<file path="src/rtl/mul8_seq.sv">
// ============================================================================
// Module      : mul8_seq
// Description : Iterative 8x8 -> 16-bit multiplier sharing one 4x4 array
//               multiplier (mul_lrtl) over four cycles, valid/ready on both
//               sides. Optional macro MUL8_SEQ_SIGNED_EN selects two's-
//               complement operands.
// Revision    : 1.0 - initial release
// ============================================================================
`default_nettype none

module mul_lrtl (
    input  logic [3:0] a,
    input  logic [3:0] b,
    output logic [7:0] p
);
    logic [7:0] row [4];

    generate
        for (genvar i = 0; i < 4; i++) begin : g_row
            assign row[i] = b[i] ? ({4'd0, a} << i) : 8'd0;
        end
    endgenerate

    assign p = row[0] + row[1] + row[2] + row[3];
endmodule

module mul8_seq #(
    parameter int unsigned TAG_W = 2
) (
    input  logic             clk,
    input  logic             rst,
    input  logic             in_valid,
    output logic             in_ready,
    input  logic [7:0]       in_a,
    input  logic [7:0]       in_b,
    input  logic [TAG_W-1:0] in_tag,
    output logic             out_valid,
    input  logic             out_ready,
    output logic [15:0]      out_p,
    output logic [TAG_W-1:0] out_tag,
    output logic             busy
);
    localparam logic [1:0] S_IDLE = 2'd0;
    localparam logic [1:0] S_MUL  = 2'd1;
    localparam logic [1:0] S_DONE = 2'd2;

    logic [1:0]       state_q, state_d;
    logic [1:0]       step_q, step_d;
    logic [7:0]       a_q, a_d;
    logic [7:0]       b_q, b_d;
    logic [TAG_W-1:0] tag_q, tag_d;
    logic [15:0]      acc_q, acc_d;
    logic [15:0]      out_p_q, out_p_d;

    logic [3:0]       nib_a, nib_b;
    logic [7:0]       pp;
    logic [15:0]      pp_sh;
    logic [15:0]      sum;
    logic [15:0]      result;

`ifdef MUL8_SEQ_SIGNED_EN
    logic             neg_q, neg_d;
`endif

    // Operands to the shared array come only from latched state.
    assign nib_a = step_q[1] ? a_q[7:4] : a_q[3:0];
    assign nib_b = step_q[0] ? b_q[7:4] : b_q[3:0];

    mul_lrtl u_mul (
        .a (nib_a),
        .b (nib_b),
        .p (pp)
    );

    always_comb begin
        pp_sh = {8'd0, pp};
        case (step_q)
            2'd0:    pp_sh = {8'd0, pp};
            2'd3:    pp_sh = {pp, 8'd0};
            default: pp_sh = {4'd0, pp, 4'd0};
        endcase
    end

    assign sum = acc_q + pp_sh;

`ifdef MUL8_SEQ_SIGNED_EN
    assign result = neg_q ? (16'd0 - sum) : sum;
`else
    assign result = sum;
`endif

    always_comb begin
        state_d = state_q;
        step_d  = step_q;
        a_d     = a_q;
        b_d     = b_q;
        tag_d   = tag_q;
        acc_d   = acc_q;
        out_p_d = out_p_q;
`ifdef MUL8_SEQ_SIGNED_EN
        neg_d   = neg_q;
`endif
        case (state_q)
            S_IDLE: begin
                if (in_valid) begin
`ifdef MUL8_SEQ_SIGNED_EN
                    // Magnitudes: -128 maps to 0x80, which reads as 128 unsigned.
                    a_d   = in_a[7] ? (8'd0 - in_a) : in_a;
                    b_d   = in_b[7] ? (8'd0 - in_b) : in_b;
                    neg_d = in_a[7] ^ in_b[7];
`else
                    a_d   = in_a;
                    b_d   = in_b;
`endif
                    tag_d   = in_tag;
                    acc_d   = 16'd0;
                    step_d  = 2'd0;
                    state_d = S_MUL;
                end
            end
            S_MUL: begin
                acc_d = sum;
                if (step_q == 2'd3) begin
                    out_p_d = result;
                    state_d = S_DONE;
                end else begin
                    step_d = step_q + 2'd1;
                end
            end
            S_DONE: begin
                if (out_ready) begin
                    state_d = S_IDLE;
                end
            end
            default: state_d = S_IDLE;
        endcase
    end

    always_ff @(posedge clk or posedge rst) begin
        if (rst) begin
            state_q <= S_IDLE;
            step_q  <= 2'd0;
            a_q     <= 8'd0;
            b_q     <= 8'd0;
            tag_q   <= '0;
            acc_q   <= 16'd0;
            out_p_q <= 16'd0;
        end else begin
            state_q <= state_d;
            step_q  <= step_d;
            a_q     <= a_d;
            b_q     <= b_d;
            tag_q   <= tag_d;
            acc_q   <= acc_d;
            out_p_q <= out_p_d;
        end
    end

`ifdef MUL8_SEQ_SIGNED_EN
    always_ff @(posedge clk or posedge rst) begin
        if (rst) begin
            neg_q <= 1'b0;
        end else begin
            neg_q <= neg_d;
        end
    end
`endif

    assign in_ready  = (state_q == S_IDLE);
    assign busy      = (state_q == S_MUL);
    assign out_valid = (state_q == S_DONE);
    assign out_p     = out_p_q;
    // The tag latch only moves at acceptance, so it doubles as out_tag.
    assign out_tag   = tag_q;
endmodule

`default_nettype wire

</file>
<file path="config.mk">
export PLATFORM = sky130hd
export DESIGN_NAME = mul8_seq
export DESIGN_NICKNAME = d
export VERILOG_FILES = /design/src/rtl/mul8_seq.sv
export SDC_FILE = /design/constraint.sdc
export NUM_CORES = 1
export LEC_CHECK = 0
export BUFFER_PORTS_ARGS = -buffer_cell sky130_fd_sc_hd__buf_2
export CAP_MARGIN = 30
export CORE_UTILIZATION = 30
export CTS_CLUSTER_DIAMETER = 200
export CTS_CLUSTER_SIZE = 16
export DETAILED_ROUTE_END_ITERATION = 6
export PLACE_DENSITY = 0.57
export SYNTH_ARGS = -nofsm -noshare
export SYNTH_HDL_FRONTEND = slang
export SYNTH_SLANG_ARGS = --single-unit
</file>
<file path="constraint.sdc">
create_clock -name clk -period 6 [get_ports clk]
set_input_delay 1.2 -clock clk [delete_from_list [all_inputs] [get_ports clk]]
set_output_delay 1.2 -clock clk [all_outputs]
set_load 0.01 [all_outputs]
</file>
==> Word-level counts from Yosys, hierarchy flattened <==
Cells that the tools add are included.
{ "classes": {"addsub": 5, "eq_ne": 7, "n_mux": 16, "n_reduce_logical": 8} }
{ "ops": {"columns": ["operator", "n"], "rows": [
  ["case mux 16 bit (2 select lines)", 2],
  ["adder 16 bit", 1],
  ["2-to-1 mux 16 bit", 1],
  ["2-to-1 mux 4 bit", 3],
  ["2-to-1 mux 2 bit", 5],
  ["adder 8 x 6 -> 8 bit", 1],
  ["adder 8 x 7 -> 8 bit", 1],
  ["adder 8 bit", 1],
  ["2-to-1 mux 7 bit", 1],
  ["2-to-1 mux 6 bit", 1],
  ["case mux 2 bit (3 select lines)", 1],
  ["AND reduction 2 bit", 3],
  ["AND reduction 3 bit", 2],
  ["2-to-1 mux 5 bit", 1],
  ["== test 2 bit (second input constant)", 2],
  ["zero test 2 bit", 2],
  ["inequality test 2 x 1 -> 1 bit (second input constant)", 2],
  ["inequality test 2 bit (second input constant)", 2],
  ["case mux 2 bit (2 select lines)", 1],
  ["adder 2 x 1 -> 2 bit (second input constant)", 1],
  ["== test 2 x 1 -> 1 bit (second input constant)", 1],
  ["nonzero test 2 bit", 1]
]} }
{ "word_totals": {"reg_bits": 54, "input_bits": 22, "out_inout_bits": 21, "wordCells": 43} }

==> Depth between registers and ports, before layout <==
{ "depth": {"depth_word": 8, "ltp_mapped": 22, "depth_no_buf": 20} }

==> Modules after synthesis <==
Synthesis repeated with hierarchy kept, for this count alone.
{ "unflattened": {"cells_unflattened": 411, "area_unflattened_um2": 3537.1} }
{ "modules_own_cells": {"columns": ["module", "n_inst", "cells_per_inst", "area_each_um2", "seq_area_each_um2"], "rows": [
  ["mul8_seq", 1, 357, 3115.5, 1351.3],
  ["mul_lrtl", 1, 54, 421.7, 0.0]
]} }

==> Worst setup path before layout <==
Ideal clock, no wire load.
{ "synth_path": {"path_kind": "flip-flop to flip-flop", "start": "register step_q[0]", "end": "register out_p_q[15] (netlist: out_p[15])", "arrival_time_ps": 4718, "path_slack_ps": 1157, "stages_incl_launch_ff": 21, "n_path_buf": 1, "period_less_slack_ps": 4843, "cell_sequence": "dfrtp_1 -> clkbuf_1 -> mux2i_1 -> nor2_1 -> fa_1 -> inv_1 -> fa_1 -> inv_1 -> ha_1 -> fa_1 -> nand3_1 -> nand2_1 -> xor2_1 -> a22o_1 -> ha_1 -> o211ai_1 -> nor3_1 -> a211oi_2 -> o21bai_1 -> xnor3_1 -> mux2_2"} }
{ "synth_between": {"elab_chain_len": 7} }
{ "synth_rtl": {"columns": ["item", "line_no", "rtl"], "rows": [
  ["start: declaration", "48", "logic [1:0] step_q, step_d;"],
  ["start signal: assignment", "150", "step_q <= step_d;"],
  ["2-to-1 mux 4 bit", "67", "assign nib_b = step_q[0] ? b_q[7:4] : b_q[3:0];"],
  ["2-to-1 mux 4 bit or 2-to-1 mux 5 bit (tied branches)", "20", "assign row[i] = b[i] ? ({4'd0, a} << i) : 8'd0;"],
  ["adder 8 bit", "24", "assign p = row[0] + row[1] + row[2] + row[3];"],
  ["adder 8 x 6 -> 8 bit", "24", null],
  ["adder 8 x 7 -> 8 bit", "24", null],
  ["case mux 16 bit (2 select lines)", "77", "case (step_q)"],
  ["adder 16 bit", "84", "assign sum = acc_q + pp_sh;"],
  ["end signal: assignment", "155", "out_p_q <= out_p_d;"],
  ["end: declaration", "53", "logic [15:0] out_p_q, out_p_d;"]
]} }
Parallel ways exist; a longest one is shown, timed or not.
A chain may end at the register's enable or synchronous reset.

==> Final worst setup path <==
{ "layout_path": {"start": "register step_q[0]", "end": "register acc_q[15]"} }
{ "layout_between": {"elab_chain_len": 8} }
{ "layout_rtl": {"columns": ["item", "line_no", "rtl"], "rows": [
  ["2-to-1 mux 4 bit", "67", null],
  ["2-to-1 mux 4 bit or 2-to-1 mux 5 bit (tied branches)", "20", null],
  ["adder 8 bit", "24", null],
  ["adder 8 x 6 -> 8 bit", "24", null],
  ["adder 8 x 7 -> 8 bit", "24", null],
  ["case mux 16 bit (2 select lines) *", "77", null],
  ["adder 16 bit *", "84", null],
  ["case mux 16 bit (2 select lines) *", "103", "case (state_q)"],
  ["end signal: assignment", "146", "acc_q <= 16'd0;"],
  ["end signal: assignment", "154", "acc_q <= acc_d;"],
  ["end: declaration", "52", "logic [15:0] acc_q, acc_d;"]
]} }
Mark *: on every way between the ends. The rest lies on a longest branch, timed or not.

==> flow_summary.toml <==
[final_layout]
stdcell_count = 555
area_growth_pct = 16.22
antenna_cells = 0
fin_area_sq_mm = 0.003971
fin_nets = 469
layout-drive-gt1-share_pct = 17.59

[yosys]
synth_area_leaders = "dfrtp_1, ha_1, nand2_1"
yosysMostFrequentCell = "nand2_1"
synth_ff_type = "dfrtp_1"
synth_edf_count = 0
yosysSeqAreaShare_pct = 39.55
synth_area_leader_cell = "dfrtp_1"
syn-cell-area_sq_mm = 0.003417
netlist_instances = 377
synthArstFlopShare_pct = 100.0
synth_top_area_share_pct = 39.55
synth_fp_nets = 432
synth_common_cells = "nand2_1, dfrtp_1, o21ai_0"
yosysWarnings = 0
synthDistinctLibCells = 48
ys_ff_latch = 54
avgSynthCellArea_sq_um = 9.064

[worst_setup_path]
path_cells = "mux2i_1, nor2_1, fa_1, inv_1, fa_1, inv_1, ha_1, fa_1, nand3_1, nand2_1, xor2_1, a22o_1, ha_1, o211ai_1, nor4_1, a221o_1, nor4b_1, nor4_1, nand3_1"
r2r_slack_ns = 0.86
worstPathBufferInverterCount = 2
end_kind = "flip-flop"
startpoint_type = "flip-flop"
slowest_stage = "fa_1"
crit_required_ns = 6.16
worst_r2r_startpoint = "step_q[0]"
r2r-end = "acc_q[15]"
crit_path_max_fanout = 7
critPathKind = "reg2reg"
critPathTopFamily = "adder cells"
cpMostUsedCell = "fa_1"
cp.arrival_ns = 5.31
max_stage_delay_ns = 0.54
reg2regPathDepth = 19

[cts]
cts_max_path_buffers = 2
cts_resized = 0
cts_hold_buf = 0
cts_setup_buffers = 0
root_buffer = "clkbuf_16"
clk_pin_slew_ns = 0.07
clock_latency_ns = 0.29
cts_sinks = 54
cts_buffers = 5
htree_levels = 2
cts_tree = "done"

[routing]
ant_nets = 0
drtPass1Iterations = 4
wl_per_cell_um = 12.90
dr.first_iter.drc_count = 83
routed-via-count = 2651
wl_um = 7160
drc = 0
avgViaCountPerCell = 4.777

[die]
die_y_um = 108.7
die_x_um = 108.7
core_sq_mm = 0.01098
die_area_sq_mm = 0.01182
ios = 43
num_rows = 38
start_util_pct = 31.11

[placement]
place_congestion = 0.8892
dpl.hpwl_um = 5389
place_area_sq_mm = 0.003772
portBuffers = 42
dp_cells = 547
dp_slack_ns = 0.8648

[sta]
post-route-min-period_ns = 5.145
setup_viol = 0
skew_ns = 0.008317
clock.fmax_mhz = 194.4
hold_viol = 0
period_share_pct = 85.74
grt_setup_unrepaired = "false"
worstMarginPinSlew_ns = 0.7266
worst_slack_ns = 0.8553
finalMaxSlewViolations = 0
tns_ns = 0
slew_headroom_pct = 51.56

[global_routing]
gr-total-overflow = 0
grt_max_degree = 55
grt_pass1_vias = 2746
grt_pass1_wl_um = 12790
antenna_found_initial = 0
grt.total_usage_pct = 13.61

[worst_hold_path]
hp-start = "out_p[8]"
hold_path_end = "out_p[8]"
hold_depth = 2
hold_path_class = "reg2reg"

[status]
run_status = "finished clean"

[pwr]
clkPwrFrac_pct = 16.3
p_sw_uw = 1036
p_comb_share_pct = 57.4
seq_power_share_pct = 26.3
internal_power_uw = 1312
p_leak_uw = 0.002028
ir_drop_v = 0.0002913
pwr_density_cell_mw_per_mm2 = 591.1
swShare_pct = 44.12

[run]
drv_cap = 0
==> metrics by stage <==
step | utilization, % | total power (uW) | hold WS, ns
after floorplan | - | 1646 | 0.4439
after global placement | 34.10 | 1952 | 0.4568
after detailed placement | 34.35 | 1989 | 0.4642
after CTS | 36.16 | 2385 | 0.4812
after global routing | 36.16 | 2589 | 0.5004
final | 36.16 | 2347 | 0.4695
==> power groups by stage <==
stage	Sequential (uW)	Combinational, uW	Clock, uW
detailed placement	627	1360	0
global placement	629	1320	0
CTS	622	1370	394
finish	617	1350	382
global route	642	1540	405
floorplan	617	1030	0
==> cells by family after synthesis <==
kind of cell | share of synthesized area [%]
mux | 3.955
buf+inv | 3.332
flops | 39.55
xor+xnor | 4.760
fa+ha+maj | 13.40
compound gates | 14.54
simple gates | 20.47
==> registers in the layout, summed over array words and instances (netlist names) <==
signal and flops:
a_q 8, acc_q 16, b_q 8, out_p 16, out_tag 2, state_q 2
step_q 2
==> cells in the final DEF, fill, tap and decap left out, types with 2 or more instances in the layout <==
master     count
o211ai_2       2
a22o_1         6
nor4b_1        2
buf_2         42
fa_1           6
nand3_1       21
xor2_1         8
inv_1         10
nor2b_2        2
nor4_1         2
mux2i_1        9
and2_1         8
nor2_1        18
or2_2          4
ha_1          27
clkbuf_16      5
mux2_2         4
nand2b_1       2
nor3_1         3
a21o_1         4
a21oi_1       14
nand2_1       87
xnor2_1        8
buf_4          2
a211oi_2       2
o211ai_1       2
o21ai_0       38
bufinv_16      2
dfrtp_1       54
==> final cells by class <==
type	count	area, sq um
Fill cell	1146	7012
Multi-Input combinational cell	297	1952
Sequential cell	54	1351
Timing Repair Buffer	45	252.7
Tap cell	140	175.2
Clock buffer	6	138.9
Clock inverter	2	60.06
Inverter	11	41.29
==> worst register-to-register path: stages, from the launching register on <==
cell and delay [ns]:
dfrtp_1 0.51, mux2i_1 0.38, nor2_1 0.11, fa_1 0.54, inv_1 0.05, fa_1 0.52
inv_1 0.04, ha_1 0.21, fa_1 0.40, nand3_1 0.11, nand2_1 0.12, xor2_1 0.18
a22o_1 0.19, ha_1 0.35, o211ai_1 0.19, nor4_1 0.31, a221o_1 0.27, nor4b_1 0.09
nor4_1 0.34, nand3_1 0.10
==> metal layers <==
layer | vias up | GRT usage (%) | routed length, um
met1 | 1227 | 17.83 | 3556
met5 | - | 0 | 0
li1 | 1362 | - | -
met4 | 0 | 3.378 | 95
met2 | 51 | 23.10 | 3279
met3 | 11 | 2.451 | 229
==> worst max-delay path by stage <==
stage	startpoint	endpoint	slack, ns	depth (start not counted)
floorplan	step_q[0]	out_p[15]	1.16	20
global placement	step_q[0]	out_p[15]	1.06	19
detailed placement	step_q[1]	acc_q[15]	0.86	19
CTS	step_q[1]	acc_q[15]	0.87	19
global route	step_q[0]	acc_q[15]	0.51	20
finish	step_q[0]	acc_q[15]	0.86	19
Note: power is estimated with default switching activity, not from simulation.
